File: config.mk
export PLATFORM = sky130hd
export DESIGN_NAME = ftdi_tx_arbiter
export DESIGN_NICKNAME = d
export VERILOG_FILES = /design/src/rtl/ftdi_pkg.sv /design/src/rtl/ftdi_skid_fifo.sv /design/src/rtl/ftdi_tx_arbiter.sv
export SDC_FILE = /design/constraint.sdc
export NUM_CORES = 1
export LEC_CHECK = 0
export BUFFER_PORTS_ARGS = -buffer_cell sky130_fd_sc_hd__buf_4
export CORE_ASPECT_RATIO = 1.1
export CORE_MARGIN = 4
export CORE_UTILIZATION = 40
export DETAILED_ROUTE_END_ITERATION = 10
export SYNTH_ARGS = -nofsm -noshare
export SYNTH_HDL_FRONTEND = slang
export SYNTH_SLANG_ARGS = --single-unit
File: constraint.sdc
create_clock -name ftdi_clk -period 6.5 [get_ports ftdi_clk]
set_input_delay 0.65 -clock ftdi_clk [delete_from_list [all_inputs] [get_ports ftdi_clk]]
set_output_delay 0.65 -clock ftdi_clk [all_outputs]
set_load 0.05 [all_outputs]
File: src/rtl/ftdi_pkg.sv
// Shared definitions for the FTDI FT60x transmit arbiter: defaults,
// FSM state encoding and header field layout.
package ftdi_pkg;

  localparam int         PACKET_SIZE_DEF = 1024;
  localparam logic [7:0] HDR_MAGIC_DEF   = 8'hA5;

  // Header word layout: {magic[31:24], src[23:20], 4'h0, seq[15:0]}
  localparam int HDR_MAGIC_LSB = 24;
  localparam int HDR_SRC_LSB   = 20;
  localparam int HDR_SEQ_LSB   = 0;

  typedef enum logic [1:0] {
    ST_IDLE = 2'd0,
    ST_HDR  = 2'd1,
    ST_DATA = 2'd2
  } state_t;

  function automatic logic [31:0] make_header(input logic [7:0]  magic,
                                              input logic [3:0]  src,
                                              input logic [15:0] seq);
    logic [31:0] w;
    w = '0;
    w[HDR_MAGIC_LSB +: 8] = magic;
    w[HDR_SRC_LSB   +: 4] = src;
    w[HDR_SEQ_LSB   +: 16] = seq;
    return w;
  endfunction

endpackage

File: src/rtl/ftdi_skid_fifo.sv
// Two-entry, 32-bit FIFO that absorbs FTDI backpressure. Entries leave in
// strict push order; head is combinational from storage.
module ftdi_skid_fifo
  import ftdi_pkg::*;
(
  input  logic        clk,
  input  logic        rst_n,
  input  logic        push,
  input  logic [31:0] push_data,
  input  logic        pop,
  output logic [31:0] head,
  output logic        full,
  output logic        empty,
  output logic [1:0]  count
);

  logic [31:0] mem [2];
  logic        wr_ptr;
  logic        rd_ptr;
  logic [1:0]  cnt;
  logic        do_push;
  logic        do_pop;

  assign empty   = (cnt == 2'd0);
  assign full    = (cnt == 2'd2);
  assign count   = cnt;
  assign head    = mem[rd_ptr];
  assign do_pop  = pop && !empty;
  // A push into a full FIFO is only legal when the head leaves the same edge.
  assign do_push = push && (!full || do_pop);

  // Storage, pointers and occupancy.
  always_ff @(posedge clk or negedge rst_n) begin
    if (!rst_n) begin
      mem[0] <= '0;
      mem[1] <= '0;
      wr_ptr <= 1'b0;
      rd_ptr <= 1'b0;
      cnt    <= 2'd0;
    end else begin
      if (do_push) begin
        mem[wr_ptr] <= push_data;
        wr_ptr      <= ~wr_ptr;
      end
      if (do_pop) begin
        rd_ptr <= ~rd_ptr;
      end
      case ({do_push, do_pop})
        2'b10:   cnt <= cnt + 2'd1;
        2'b01:   cnt <= cnt - 2'd1;
        default: cnt <= cnt;
      endcase
    end
  end

endmodule

File: src/rtl/ftdi_tx_arbiter.sv
// Packet-level round-robin arbiter sharing the FT60x write channel between
// NUM_SRC source FIFOs. Each grant emits one header word followed by
// PACKET_SIZE data words from the granted source.
//
// Handshakes: src_rd_en[i] high at an edge requests one word; the source
// answers with src_valid[i] and its data during the following cycle.
// On the bus, a word moves when ftdi_wr_n and ftdi_txe_n are both low at a
// rising edge; otherwise ftdi_data holds.
module ftdi_tx_arbiter
  import ftdi_pkg::*;
#(
  parameter int         NUM_SRC     = 4,
  parameter int         PACKET_SIZE = PACKET_SIZE_DEF,
  parameter logic [7:0] HDR_MAGIC   = HDR_MAGIC_DEF
) (
  input  logic                    ftdi_clk,
  input  logic                    rst_n,
  input  logic                    enable,
  input  logic [NUM_SRC-1:0]      src_pkt_rdy,
  output logic [NUM_SRC-1:0]      src_rd_en,
  input  logic [32*NUM_SRC-1:0]   src_data,
  input  logic [NUM_SRC-1:0]      src_valid,
  input  logic                    ftdi_txe_n,
  output logic [31:0]             ftdi_data,
  output logic [3:0]              ftdi_be,
  output logic                    ftdi_wr_n,
  output logic                    busy,
  output logic [3:0]              grant_idx,
  output logic                    err_underflow
);

  localparam int            CW      = $clog2(PACKET_SIZE + 1);
  localparam logic [CW-1:0] LAST_RD = CW'(PACKET_SIZE - 1);

  state_t        state;
  state_t        state_nxt;
  logic [3:0]    rr_ptr;
  logic [CW-1:0] rd_cnt;
  logic [15:0]   seq [NUM_SRC];
  logic          inflight;

  logic          found;
  logic [3:0]    pick;
  logic          valid_sel;
  logic [31:0]   data_sel;
  logic [15:0]   seq_sel;

  logic          grant_load;
  logic          hdr_push;
  logic          rd_issue;
  logic          space;
  logic [2:0]    occ;

  logic          skid_push;
  logic [31:0]   skid_push_data;
  logic          skid_drain;
  logic [31:0]   skid_head;
  logic          skid_full;
  logic          skid_empty;
  logic [1:0]    skid_count;

  ftdi_skid_fifo u_skid (
    .clk       (ftdi_clk),
    .rst_n     (rst_n),
    .push      (skid_push),
    .push_data (skid_push_data),
    .pop       (skid_drain),
    .head      (skid_head),
    .full      (skid_full),
    .empty     (skid_empty),
    .count     (skid_count)
  );

  assign ftdi_data  = skid_head;
  assign ftdi_wr_n  = skid_empty;
  assign ftdi_be    = 4'b1111;
  assign busy       = (state != ST_IDLE) || !skid_empty;
  assign skid_drain = !skid_empty && !ftdi_txe_n;

  // Room for one more word once every outstanding read has landed:
  // occupancy + in-flight - draining < 2.
  assign occ   = {1'b0, skid_count} + {2'b00, inflight};
  assign space = skid_drain ? !(skid_full && inflight) : (occ < 3'd2);

  // Round-robin pick: first ready source strictly after rr_ptr, wrapping.
  always_comb begin
    found = 1'b0;
    pick  = '0;
    for (int k = 1; k <= NUM_SRC; k++) begin
      for (int i = 0; i < NUM_SRC; i++) begin
        if (!found && src_pkt_rdy[i] && (((int'(rr_ptr) + k) % NUM_SRC) == i)) begin
          found = 1'b1;
          pick  = 4'(i);
        end
      end
    end
  end

  // Select the granted source's valid, data, sequence number and read strobe.
  always_comb begin
    valid_sel = 1'b0;
    data_sel  = '0;
    seq_sel   = '0;
    src_rd_en = '0;
    for (int i = 0; i < NUM_SRC; i++) begin
      if (grant_idx == 4'(i)) begin
        valid_sel    = src_valid[i];
        data_sel     = src_data[32*i +: 32];
        seq_sel      = seq[i];
        src_rd_en[i] = rd_issue;
      end
    end
  end

  // Skid input: the header in HDR, otherwise whatever word lands from the source.
  assign skid_push      = hdr_push || valid_sel;
  assign skid_push_data = hdr_push ? make_header(HDR_MAGIC, grant_idx, seq_sel) : data_sel;

  // Next-state and per-cycle strobes.
  always_comb begin
    state_nxt  = state;
    grant_load = 1'b0;
    hdr_push   = 1'b0;
    rd_issue   = 1'b0;
    case (state)
      ST_IDLE: begin
        if (enable && found) begin
          grant_load = 1'b1;
          state_nxt  = ST_HDR;
        end
      end
      ST_HDR: begin
        if (space) begin
          hdr_push  = 1'b1;
          state_nxt = ST_DATA;
        end
      end
      ST_DATA: begin
        if (space) begin
          rd_issue = 1'b1;
          if (rd_cnt == LAST_RD) begin
            state_nxt = ST_IDLE;
          end
        end
      end
      default: state_nxt = ST_IDLE;
    endcase
  end

  // State register, grant bookkeeping and read counting.
  always_ff @(posedge ftdi_clk or negedge rst_n) begin
    if (!rst_n) begin
      state     <= ST_IDLE;
      rr_ptr    <= 4'(NUM_SRC - 1);
      grant_idx <= 4'd0;
      rd_cnt    <= '0;
      inflight  <= 1'b0;
    end else begin
      state    <= state_nxt;
      inflight <= rd_issue;
      if (grant_load) begin
        grant_idx <= pick;
        rr_ptr    <= pick;
      end
      if (hdr_push) begin
        rd_cnt <= '0;
      end else if (rd_issue) begin
        rd_cnt <= rd_cnt + CW'(1);
      end
    end
  end

  // Per-source packet sequence numbers, bumped as each header is queued.
  always_ff @(posedge ftdi_clk or negedge rst_n) begin
    if (!rst_n) begin
      for (int i = 0; i < NUM_SRC; i++) begin
        seq[i] <= '0;
      end
    end else if (hdr_push) begin
      for (int i = 0; i < NUM_SRC; i++) begin
        if (grant_idx == 4'(i)) begin
          seq[i] <= seq[i] + 16'd1;
        end
      end
    end
  end

  // Sticky flag: a read whose data never arrived the following cycle.
  always_ff @(posedge ftdi_clk or negedge rst_n) begin
    if (!rst_n) begin
      err_underflow <= 1'b0;
    end else if (inflight && !valid_sel) begin
      err_underflow <= 1'b1;
    end
  end

endmodule

==> results.json <==
{
  "status": "complete, no violations",
  "num_rows": 55,
  "root_buffer": "clkbuf_16",
  "reg2reg_to": "seq[1]$_DFFE_PN0P_",
  "cts_buffers": 17,
  "synth_edf_count": 0,
  "relSlewSlack_pct": 31.5,
  "regArea_mm2": 0.00379,
  "finalHoldViolCount": 0,
  "ctsHoldBuffers": 0,
  "fin_setup_tns_ns": 0,
  "dieArea_mm2": 0.0236,
  "final_common_cell": "buf_4",
  "ys_ff_latch": 151,
  "crit_fanout": 46,
  "grt_pass1_wl_mm": 34.7,
  "coreArea_mm2": 0.0207,
  "numClockSinks": 151,
  "crit_path_end": "src_rd_en[1]",
  "antenna_found_initial": 0,
  "grt_overflow_total": 0,
  "cellPowerDensity_mw_per_mm2": 377,
  "dr.pass1.iters": 5,
  "worst_pin_slew_ns": 1.03,
  "grt_max_degree": 82,
  "ir_drop_mv": 0.211,
  "post-dp-hpwl_mm": 14.9,
  "io_pins": 187,
  "p_sw_share_pct": 40.7,
  "pwr-share-comb_pct": 39.9,
  "end_kind": "output pin",
  "grt_pass1_vias": 6599,
  "clock_power_share_pct": 26.5,
  "n_fill_cell": 1871,
  "synth_flop_cell": "dfrtp_1",
  "yosysTopAreaCell": "dfrtp_1",
  "crit_type": "reg2out",
  "rsz0062_at_grt": "false",
  "final_cell_mix": "buf_4, dfrtp_1, mux2i_1, inv_1, nand2_1",
  "synth_area_mm2": 0.00848,
  "clock.fmax_mhz": 308,
  "drv_slew": 0,
  "nets": 1066,
  "cellInternalPower_mw": 2.38,
  "cp_data_required_time_ns": 5.85,
  "period_share_pct": 49.9,
  "synth_area_leaders": "dfrtp_1, mux4_2, mux2i_1",
  "area_growth_pct": 25.6,
  "critPathLaunch": "grant_idx[0]$_DFFE_PN0P_",
  "timing.rr.start": "grant_idx[0]$_DFFE_PN0P_",
  "gp_congestion": 0.784,
  "synth_cells": 757,
  "cts_tree": "built",
  "synth-async-reset-ratio_pct": 100,
  "power.switching_mw": 1.63,
  "grt.total_usage_pct": 18.2,
  "r2r_slack_ns": 3.62,
  "vias_per_cell": 5.10,
  "vias": 6212,
  "startpoint_type": "flip-flop",
  "ys_warn_count": 0,
  "post_cts_buffers": 0,
  "drt_wl_total_mm": 20.8,
  "cap_violations": 0,
  "holdCritPathClass": "in2async",
  "drt_iter0_drc": 346,
  "arrival_ns": 2.59,
  "ant_nets": 0,
  "clk_latency_ns": 0.42,
  "antenna_cells": 0,
  "synth.top_cell.area_share_pct": 43.9,
  "drc": 0,
  "reg2regPathDepth": 4,
  "h-tree-depth": 4,
  "die_h_um": 161,
  "die_w_um": 147,
  "routedWlPerCell_um": 17.1,
  "setup_viol": 0,
  "start_util_pct": 41.0,
  "post_cts_resized": 0,
  "final_area_mm2": 0.0107,
  "skew_ns": 0.00738,
  "seq_power_share_pct": 33.7,
  "portBuffers": 180,
  "clkTransAtPathRegs_ns": 0.06,
  "synth.distinct_cells": 54,
  "seq_area_frac_synth_pct": 44.6,
  "place_area_mm2": 0.0100,
  "final_layout_size_suffix_gt1_share_pct": 30.7,
  "p_leak_nw": 4.79,
  "avgSynthCellArea_um2": 11.2,
  "cts_buffer_depth": 2,
  "final.min_clock_period_ns": 3.24,
  "multi_input_area_mm2": 0.00419
}
power by group through the flow:
stage	clock network [mW]	registers [mW]	logic, mW
after CTS	1.09	1.35	1.62
after global routing	1.13	1.40	1.74
after detailed placement	0	1.37	1.62
after floorplan	0	1.29	1.21
final	1.06	1.35	1.60
after global placement	0	1.37	1.60
critical path: stages (launching register included):
cell and delay (ns):
dfrtp_4 0.58, buf_4 0.71, nand2b_1 0.36, nor2_1 0.26, buf_4 0.24
through the flow:
step | std cells | total power, mW | util, % | setup WS, ns | hold WS (ns)
after global placement | 1186 | 2.97 | 48.4 | 3.60 | 0.441
after CTS | 1218 | 4.06 | 51.5 | 3.18 | 0.277
final | 1218 | 4.02 | 51.5 | 3.26 | 0.237
after floorplan | 761 | 2.50 | - | 3.21 | 0.354
after detailed placement | 1186 | 2.99 | 48.4 | 3.56 | 0.455
after global routing | 1218 | 4.27 | 51.5 | 2.96 | 0.295
cell families (layout without fill, tap and decap cells):
logic type	Yosys count	after routing	synth area share (%)
buf+inv	121	293	6.33
fa+ha+maj	6	6	0.885
simple gates	209	209	12.5
other cells	2	6	0.0885
xor+xnor	65	65	6.71
flops	151	151	44.6
compound gates	62	62	5.15
mux	141	141	23.8
final cells by class:
cell class	instances	area share, %
clock buffer	19	4.16
clock inverter	13	1.84
inverter	74	2.61
multi-input combinational	489	39.3
sequential	151	35.5
tap	285	3.35
timing repair buffer	187	13.2
cell usage after synthesis, types with 2 or more instances:
cell type	number
mux2_2	6
and4_1	7
ha_1	6
nand4_1	23
nand3_1	30
o21a_1	2
buf_2	12
clkbuf_1	14
and2_1	4
o21ai_0	33
mux4_2	48
mux2i_1	87
buf_6	3
nand2_1	69
nand2b_1	6
o211ai_1	4
dfstp_2	2
a21o_1	2
a21oi_4	2
inv_1	73
buf_4	12
and3_1	15
buf_1	6
nor2_1	24
o31ai_1	4
xnor2_1	43
nor3b_1	3
conb_1	2
nor3_1	13
dfrtp_1	149
nor4_1	7
xor2_1	22
a21oi_1	3
how the worst min path moves through the flow:
stage,from,to,slack [ns],depth (start not counted)
4_1_cts,rst_n,u_skid.mem[14]$_DFFE_PN0P_,0.28,1
3_5_place_dp,err_underflow$_DFFE_PN0P_,err_underflow$_DFFE_PN0P_,0.45,1
5_1_grt,rst_n,u_skid.mem[46]$_DFFE_PN0P_,0.29,1
2_1_floorplan,rst_n,err_underflow$_DFFE_PN0P_,0.35,0
6_report,rst_n,u_skid.mem[14]$_DFFE_PN0P_,0.24,1
3_3_place_gp,err_underflow$_DFFE_PN0P_,err_underflow$_DFFE_PN0P_,0.44,1
flip-flops by register name (all words and copies together) (netlist names):
register	cells
u_skid.mem	64
inflight	1
u_skid.count	2
u_skid.wr_ptr	1
state	2
u_skid.rd_ptr	1
seq	64
rd_cnt	11
rr_ptr	2
err_underflow	1
grant_idx	2
metal layers:
layer	GRT usage, %	part of all wire (%)
met1	24.9	46
met4	5.90	1.8
met2	29.3	48
met3	3.61	4.2
met5	0	0
No activity file was read; power rests on OpenSTA's default activity.
